`src/rtl/monitor_pkg.sv`:
```
// Shared definitions for the monitor FIFO read-out path: reader FSM states,
// FIFO slave register offsets and record counter width.
package monitor_pkg;

    typedef enum logic [1:0] {
        IDLE,
        RD_ADDR,
        RD_DATA,
        OUT
    } mon_state_e;

    localparam int unsigned MON_ADR_OFFSET  = 0;
    localparam int unsigned MON_DAT_OFFSET  = 1;
    localparam int unsigned REC_COUNT_WIDTH = 16;

endpackage

```
`src/rtl/monitor_fifo_reader.sv`:
```
// Avalon-MM master that pops (address, data) records from the monitor FIFO
// and presents them on a valid/ready stream, masking the FIFO's stale empty.
module monitor_fifo_reader
    import monitor_pkg::*;
#(
    parameter int unsigned DATA_WIDTH    = 32,
    parameter int unsigned ADDRESS_WIDTH = 10,
    parameter int unsigned SETTLE_CYCLES = 2
) (
    input  logic                       clk,
    input  logic                       reset,
    input  logic                       enable,
    input  logic                       flush,
    input  logic                       fifo_empty,
    output logic [ADDRESS_WIDTH-1:0]   avm_address,
    output logic                       avm_read,
    input  logic [DATA_WIDTH-1:0]      avm_readdata,
    input  logic                       avm_waitrequest,
    output logic                       rec_valid,
    input  logic                       rec_ready,
    output logic [ADDRESS_WIDTH-1:0]   rec_addr,
    output logic [DATA_WIDTH-1:0]      rec_data,
    output logic [REC_COUNT_WIDTH-1:0] rec_count,
    output logic                       busy
);

    localparam logic [ADDRESS_WIDTH-1:0] ADR_OFS     = ADDRESS_WIDTH'(MON_ADR_OFFSET);
    localparam logic [ADDRESS_WIDTH-1:0] DAT_OFS     = ADDRESS_WIDTH'(MON_DAT_OFFSET);
    localparam logic [2:0]               SETTLE_LOAD = 3'(SETTLE_CYCLES);

    mon_state_e                 state_q, state_d;
    logic [2:0]                 settle_q, settle_d;
    logic                       avm_read_q, avm_read_d;
    logic [ADDRESS_WIDTH-1:0]   avm_address_q, avm_address_d;
    logic                       rec_valid_q, rec_valid_d;
    logic [ADDRESS_WIDTH-1:0]   rec_addr_q, rec_addr_d;
    logic [DATA_WIDTH-1:0]      rec_data_q, rec_data_d;
    logic [REC_COUNT_WIDTH-1:0] rec_count_q, rec_count_d;
    logic                       busy_q, busy_d;
    logic                       accept;

    assign accept = avm_read_q && !avm_waitrequest;

    always_comb begin
        state_d     = state_q;
        settle_d    = (settle_q != '0) ? settle_q - 3'd1 : '0;
        rec_addr_d  = rec_addr_q;
        rec_data_d  = rec_data_q;
        rec_count_d = rec_count_q;

        unique case (state_q)
            IDLE: begin
                if (enable && !fifo_empty && settle_q == '0) begin
                    state_d = RD_ADDR;
                end
            end
            RD_ADDR: begin
                if (accept) begin
                    rec_addr_d = avm_readdata[ADDRESS_WIDTH-1:0];
                    state_d    = RD_DATA;
                end
            end
            RD_DATA: begin
                // The pop makes fifo_empty stale; the settle counter blocks relaunch until it is trusted.
                if (accept) begin
                    rec_data_d  = avm_readdata;
                    rec_count_d = rec_count_q + 1'b1;
                    settle_d    = SETTLE_LOAD;
                    state_d     = flush ? IDLE : OUT;
                end
            end
            OUT: begin
                if (rec_ready) begin
                    state_d = IDLE;
                end
            end
            default: state_d = IDLE;
        endcase

        // Outputs are decoded from the next state so they can be registered.
        avm_read_d    = (state_d == RD_ADDR) || (state_d == RD_DATA);
        avm_address_d = (state_d == RD_DATA) ? DAT_OFS : ADR_OFS;
        rec_valid_d   = (state_d == OUT);
        busy_d        = (state_d != IDLE) || (settle_d != '0);
    end

    always_ff @(posedge clk) begin
        if (reset) begin
            state_q       <= IDLE;
            settle_q      <= '0;
            avm_read_q    <= 1'b0;
            avm_address_q <= '0;
            rec_valid_q   <= 1'b0;
            rec_addr_q    <= '0;
            rec_data_q    <= '0;
            rec_count_q   <= '0;
            busy_q        <= 1'b0;
        end else begin
            state_q       <= state_d;
            settle_q      <= settle_d;
            avm_read_q    <= avm_read_d;
            avm_address_q <= avm_address_d;
            rec_valid_q   <= rec_valid_d;
            rec_addr_q    <= rec_addr_d;
            rec_data_q    <= rec_data_d;
            rec_count_q   <= rec_count_d;
            busy_q        <= busy_d;
        end
    end

    assign avm_read    = avm_read_q;
    assign avm_address = avm_address_q;
    assign rec_valid   = rec_valid_q;
    assign rec_addr    = rec_addr_q;
    assign rec_data    = rec_data_q;
    assign rec_count   = rec_count_q;
    assign busy        = busy_q;

endmodule

```
`config.mk`:
```
export PLATFORM = sky130hd
export DESIGN_NAME = monitor_fifo_reader
export DESIGN_NICKNAME = d
export VERILOG_FILES = /design/src/rtl/monitor_pkg.sv /design/src/rtl/monitor_fifo_reader.sv
export SDC_FILE = /design/constraint.sdc
export NUM_CORES = 1
export LEC_CHECK = 0
export CAP_MARGIN = 30
export CORE_MARGIN = 10
export CORE_UTILIZATION = 42
export CTS_CLUSTER_SIZE = 16
export DETAILED_ROUTE_END_ITERATION = 8
export PLACE_DENSITY = 0.79
export SYNTH_ARGS = -nofsm -noshare
export SYNTH_HDL_FRONTEND = slang
export SYNTH_SLANG_ARGS = --single-unit
```
`constraint.sdc`:
```
create_clock -name clk -period 2.4 [get_ports clk]
set_input_delay 0.36 -clock clk [delete_from_list [all_inputs] [get_ports clk]]
set_output_delay 0.36 -clock clk [all_outputs]
set_load 0.005 [all_outputs]
```
==> results of run 1 <==
==> power by group through the flow <==
stage               Sequential [W]  Clock (W)  Combinational [W]
detailed placement         0.00115          0           0.000135
global placement           0.00115          0           0.000134
global route               0.00113   0.000843           0.000149
CTS                        0.00113   0.000801           0.000136
finish                     0.00113   0.000773           0.000135
floorplan                  0.00115          0          0.0000562
==> worst min-delay path, stage by stage, from the launching register on <==
cell,delay [ps]
dfxtp_1,310
nand2_1,50
a21oi_1,50
==> cells by family (layout without fill, tap and decap cells) <==
family          Yosys count  in the layout  share of synthesized area [%]
simple gates            145            145                          25.05
other cells               1              9                         0.1444
mux                       1              1                         0.4335
flops                    67             67                          51.64
compound gates           55             55                          11.13
xor+xnor                 11             11                          3.709
buf+inv                  30            124                          5.973
fa+ha+maj                 4              4                          1.927
==> cell type report <==
type	count	area (sq um)
fill	544	2137
sequential	67	1341
multi-input combinational	225	1146
timing repair buffer	106	1066
clock buffer	12	145.1
tap	75	93.84
clock inverter	3	15.01
inverter	3	11.26
==> cell usage in the layout, fill, tap and decap left out, types with 2 or more instances in the layout <==
cell type	instances
or3_1	3
ha_1	4
nand4_1	10
xnor2_1	3
a21oi_1	48
nor4_1	3
clkdlybuf4s50_1	99
clkbuf_1	2
nor2_1	17
inv_1	3
clkinv_2	3
nor2b_1	4
dfxtp_1	67
buf_4	4
nor4b_1	2
xor2_1	8
and3_1	4
buf_12	2
nand2b_1	2
nand2_1	94
conb_1	9
clkbuf_8	10
o21ai_0	3
==> state kept, by name, indices dropped and copies added, names as in the netlist <==
signal	flops
rec_addr	10
avm_address	1
busy	1
avm_read	1
state_q	2
rec_data	32
settle_q	3
rec_valid	1
rec_count	16
==> per-stage QoR <==
| stage | area [sq um] | setup WS [ps] | hold slack, ps | power, W |
|---|---|---|---|---|
| floorplan | 2628 | 577.3 | 445.7 | 0.001206 |
| global placement | 3659 | 182.1 | 440.7 | 0.001287 |
| detailed placement | 3659 | 148.9 | 445.5 | 0.001289 |
| CTS | 3819 | 489.6 | 454.6 | 0.002066 |
| global route | 3819 | 397.4 | 472.7 | 0.002122 |
| finish | 3819 | 475.6 | 453.1 | 0.002037 |
==> path summary, 6_finish.rpt <==
kind	startpoint	to	slack (ps)
max reg2reg	state_q[0]	rec_count[15]	550
min	rec_addr[3]	rec_addr[3]	450
max	avm_waitrequest	avm_read	480
min reg2reg	rec_addr[3]	rec_addr[3]	450
==> metal layers <==
| layer | vias to the layer above | share of wire, % | global-route usage [%] |
|---|---|---|---|
| li1 | 1213 | - | - |
| met5 | - | 0 | 0 |
| met4 | 0 | 1.6 | 6.946 |
| met3 | 10 | 8.2 | 5.866 |
| met2 | 76 | 48 | 23.00 |
| met1 | 1138 | 43 | 17.08 |
==> impl_metrics.toml, run 1 <==
[run_status]
status = "complete, no violations"

[floorplanning]
row_count = 28
core_area_sq_um = 5956
ioPinCount = 110
dieHeight_um = 98.64
die_area_sq_um = 9730
start_util_pct = 43.61
die_x_um = 98.64

[logic_synthesis]
async_reset_ff_share_pct = 0
avgSynthCellArea_sq_um = 8.272
synth_cell_types = 32
yosys_warnings = 0
synth_area_leaders = "dfxtp_1 52%, nand2_1 14%, a21oi_1 9.2%, xor2_1 2.7%, buf_4 2.6%"
synth_edf_count = 0
synth_seq_cells = 67
synth_flop_cell = "dfxtp_1"
yosysTopAreaCell = "dfxtp_1"
yosysSeqAreaShare_pct = 51.64
syn_inst = 314
yosys-top-cells-count = "94 x nand2_1, 67 x dfxtp_1, 48 x a21oi_1, 17 x nor2_1, 16 x clkbuf_1"
yosysMostFrequentCell = "nand2_1"
yosys.area.top_type_share_pct = 51.64
syn_area_sq_um = 2597

[route]
vias = 2437
drt-total-wl_um = 7295
dr.pass1.iters = 4
drt_first_iter_violations = 48
routedWlPerCell_um = 14.86
viasPerCell = 4.963
drcViolationCount = 0
ant_nets = 0

[sta]
slew_violations = 0
timing.final.crit_share_pct = 80.18
grt_setup_unrepaired = "no"
hold_viol = 0
fin_skew_ps = 6.937
period_minus_slack_ps = 1924
relSlewSlack_pct = 63.60
tightestPinTransition_ps = 546.0
setup_viol = 0
fin_tns_setup_ps = 0
clock.fmax_ghz = 0.5196

[clocking]
clk_path_buf_depth = 2
insertion_delay_ps = 330
cts_tree = "yes"
cts_resized = 0
post-cts-setup-buffers = 0
h-tree-depth = 3
holdBufCountCts = 0
clock-sinks = 67
clkSlewWorstSetupHoldPaths_ps = 60
cts-root-buf = "clkbuf_8"
cts_buffers = 9

[setup_path]
cp_cell_sequence = "clkdlybuf4s50_1 > nand2b_1 > or3b_2 > a22o_1 > ha_1 > nor2b_1"
end_kind = "register"
rr_worst_depth = 4
cp_top_family = "simple AND/OR/NAND/NOR gates"
cpPeakStageDelay_ps = 490
crit_slowest_cell = "or3b_2"
cp_data_required_time_ps = 2610
startpoint_type = "primary input"
crit_path_max_fanout = 3
crit_buf_inv = 1
worstSetupPathDepth = 6
worstSetupPathType = "primary input to register"
cp.arrival_ps = 2140

[placed_design]
portBuffers = 100
dp_cells = 476
gp_congestion = 0.7952
dp_hpwl_um = 5352

[cells_and_area]
layoutNonFillerInstCount = 491
nets = 455
diodes = 0
utilization_pct = 64.12
final_layout_size_suffix_gt1_share_pct = 5.769
area_growth_pct = 47.01

[power]
p_leak_nw = 1.333
comb_power_share_pct = 6.6
seq_power_share_pct = 55.4
power.switching_w = 0.0004417
p_per_area_nw_per_um2 = 533.5
peakVddDrop_mv = 0.2839
p_int_w = 0.001595
p_clk_share_pct = 37.9
swShare_pct = 21.68

[job]
max-cap-violations = 0

[global_routing]
grt_pass1_vias = 2367
grt_max_degree = 45
track_usage_pct = 14.65
grt_pass1_wl_um = 11740
antenna_found_initial = 0
grt_remaining_overflow = 0

[worst_hold_path]
hold_path.class = "register to register"
min_path_cells = 2
(Power assumes the default switching activity.)
==> run 2, diff against run 1 <==
clock period = 1.93 ns   (was 2.4 ns; I/O delays follow)
==> run 2 against run 1 <==
Non-clock buffer count increased by 11. Critical path depth decreased by 1. Via count increased by 1.0%. Utilization increased by 1.8 points. Combinational power increased by 34%. Critical path type unchanged.
==> impl_metrics.toml, run 2 (same netlist as run 1, synthesis figures left out) <==
[run_status]
status = "complete, no violations"

[setup_path]
crit_path_max_fanout = 5
cp_data_required_time_ps = 2200
cp.arrival_ps = 2020
startpoint_type = "primary input"
worstSetupPathType = "primary input to register"
end_kind = "register"

[cells_and_area]
area_growth_pct = 51.16
utilization_pct = 65.92
largest_register_ffs = 32
diodes = 0
final_layout_size_suffix_gt1_share_pct = 8.178
final_common_cell = "clkdlybuf4s50_1"
nets = 466
layout_common_cells = "99 x clkdlybuf4s50_1, 94 x nand2_1, 67 x dfxtp_1, 48 x a21oi_1, 17 x nor2_1"

[sta]
clock.fmax_ghz = 0.5690
tightestPinTransition_ps = 574.1
grt_setup_unrepaired = "no"
timing.final.crit_share_pct = 91.06
hold_viol = 0
relSlewSlack_pct = 61.73
period_minus_slack_ps = 1757
fin_skew_ps = 9.411
slew_violations = 0
setup_viol = 0
whs_ps = 440.1

[clocking]
post-cts-setup-buffers = 0
cts_buffers = 9
cts_tree = "yes"
holdBufCountCts = 0
clkSlewWorstSetupHoldPaths_ps = 70
cts-root-buf = "clkbuf_8"
cts_resized = 0
h-tree-depth = 3
clock-sinks = 67
insertion_delay_ps = 330
clk_path_buf_depth = 2

[floorplanning]
dieHeight_um = 98.64
core_area_sq_um = 5956
row_count = 28
die_x_um = 98.64
start_util_pct = 43.61
die_area_sq_um = 9730
ioPinCount = 110

[route]
drt-total-wl_um = 7394
vias = 2462
ant_nets = 0
drcViolationCount = 0
viasPerCell = 4.895
routedWlPerCell_um = 14.70
dr.pass1.iters = 4
drt_first_iter_violations = 80

[worst_hold_path]
hold_path.class = "primary input to register"

[global_routing]
antenna_found_initial = 0
grt_pass1_vias = 2455
grt_max_degree = 40
track_usage_pct = 15.06
grt_remaining_overflow = 0
grt_pass1_wl_um = 12230

[job]
max-cap-violations = 0

[placed_design]
dp_hpwl_um = 5511
portBuffers = 100
gp_congestion = 0.7685

[power]
p_leak_nw = 1.398
peakVddDrop_mv = 0.3947
p_per_area_nw_per_um2 = 663.6
==> run 2: cell types whose count changed in the layout (fill, tap and decap cells not counted), sizes merged <==
| cell | previous run | this run |
|---|---|---|
| buf | 7 | 18 |
| clkbuf | 12 | 14 |
| clkinv | 3 | 2 |
==> run 2: worst max-delay path: stages <==
cell,delay (ps)
clkdlybuf4s50_1,420
nand4bb_1,220
or4_4,590
or3_1,360
a21oi_1,140
==> run 2: path summary, 6_finish.rpt <==
check,startpoint,endpoint,slack (ps),depth (start not counted)
hold / removal,reset,rec_count[5],440,2
setup / recovery,avm_waitrequest,rec_count[15],170,5
hold reg to reg,rec_addr[6],rec_addr[6],450,2
setup reg to reg,state_q[0],avm_address[0],180,7
==> run 2: area by class of cell <==
| cell class | instances | area, sq um |
|---|---|---|
| flip-flops and latches | 67 | 1341 |
| multi-input cells | 225 | 1146 |
| clock buffers | 14 | 162.7 |
| clock inverters | 2 | 10.01 |
| inverters | 3 | 11.26 |
| fillers | 512 | 2029 |
| repair buffers | 117 | 1161 |
| well taps | 75 | 93.84 |
==> run 2: routing by layer <==
metal	share of wire [%]	vias up	track usage, %
met4	1.9	0	7.387
met1	43	1133	17.26
met2	49	81	24.61
met3	6.6	10	5.028
li1	-	1238	-
met5	0	-	0
==> run 2: stage by stage <==
step                      TNS, ps  std cells  worst slack (ps)  power (W)  instance area [sq um]
final                           0        503             172.6   0.002606                   3926
after detailed placement    -1310        487            -170.8   0.001611                   3754
after floorplan                 0        322             107.3   0.001499                   2628
after global routing            0        503             56.83   0.002711                   3926
after CTS                       0        503             163.8   0.002639                   3926
after global placement      -1046        487            -152.9   0.001610                   3754
==> run 2: power by group <==
group	internal (W)	switching (W)
clock network	0.000535	0.000490
logic	0.000111	0.0000696
registers	0.00139	0.00000768
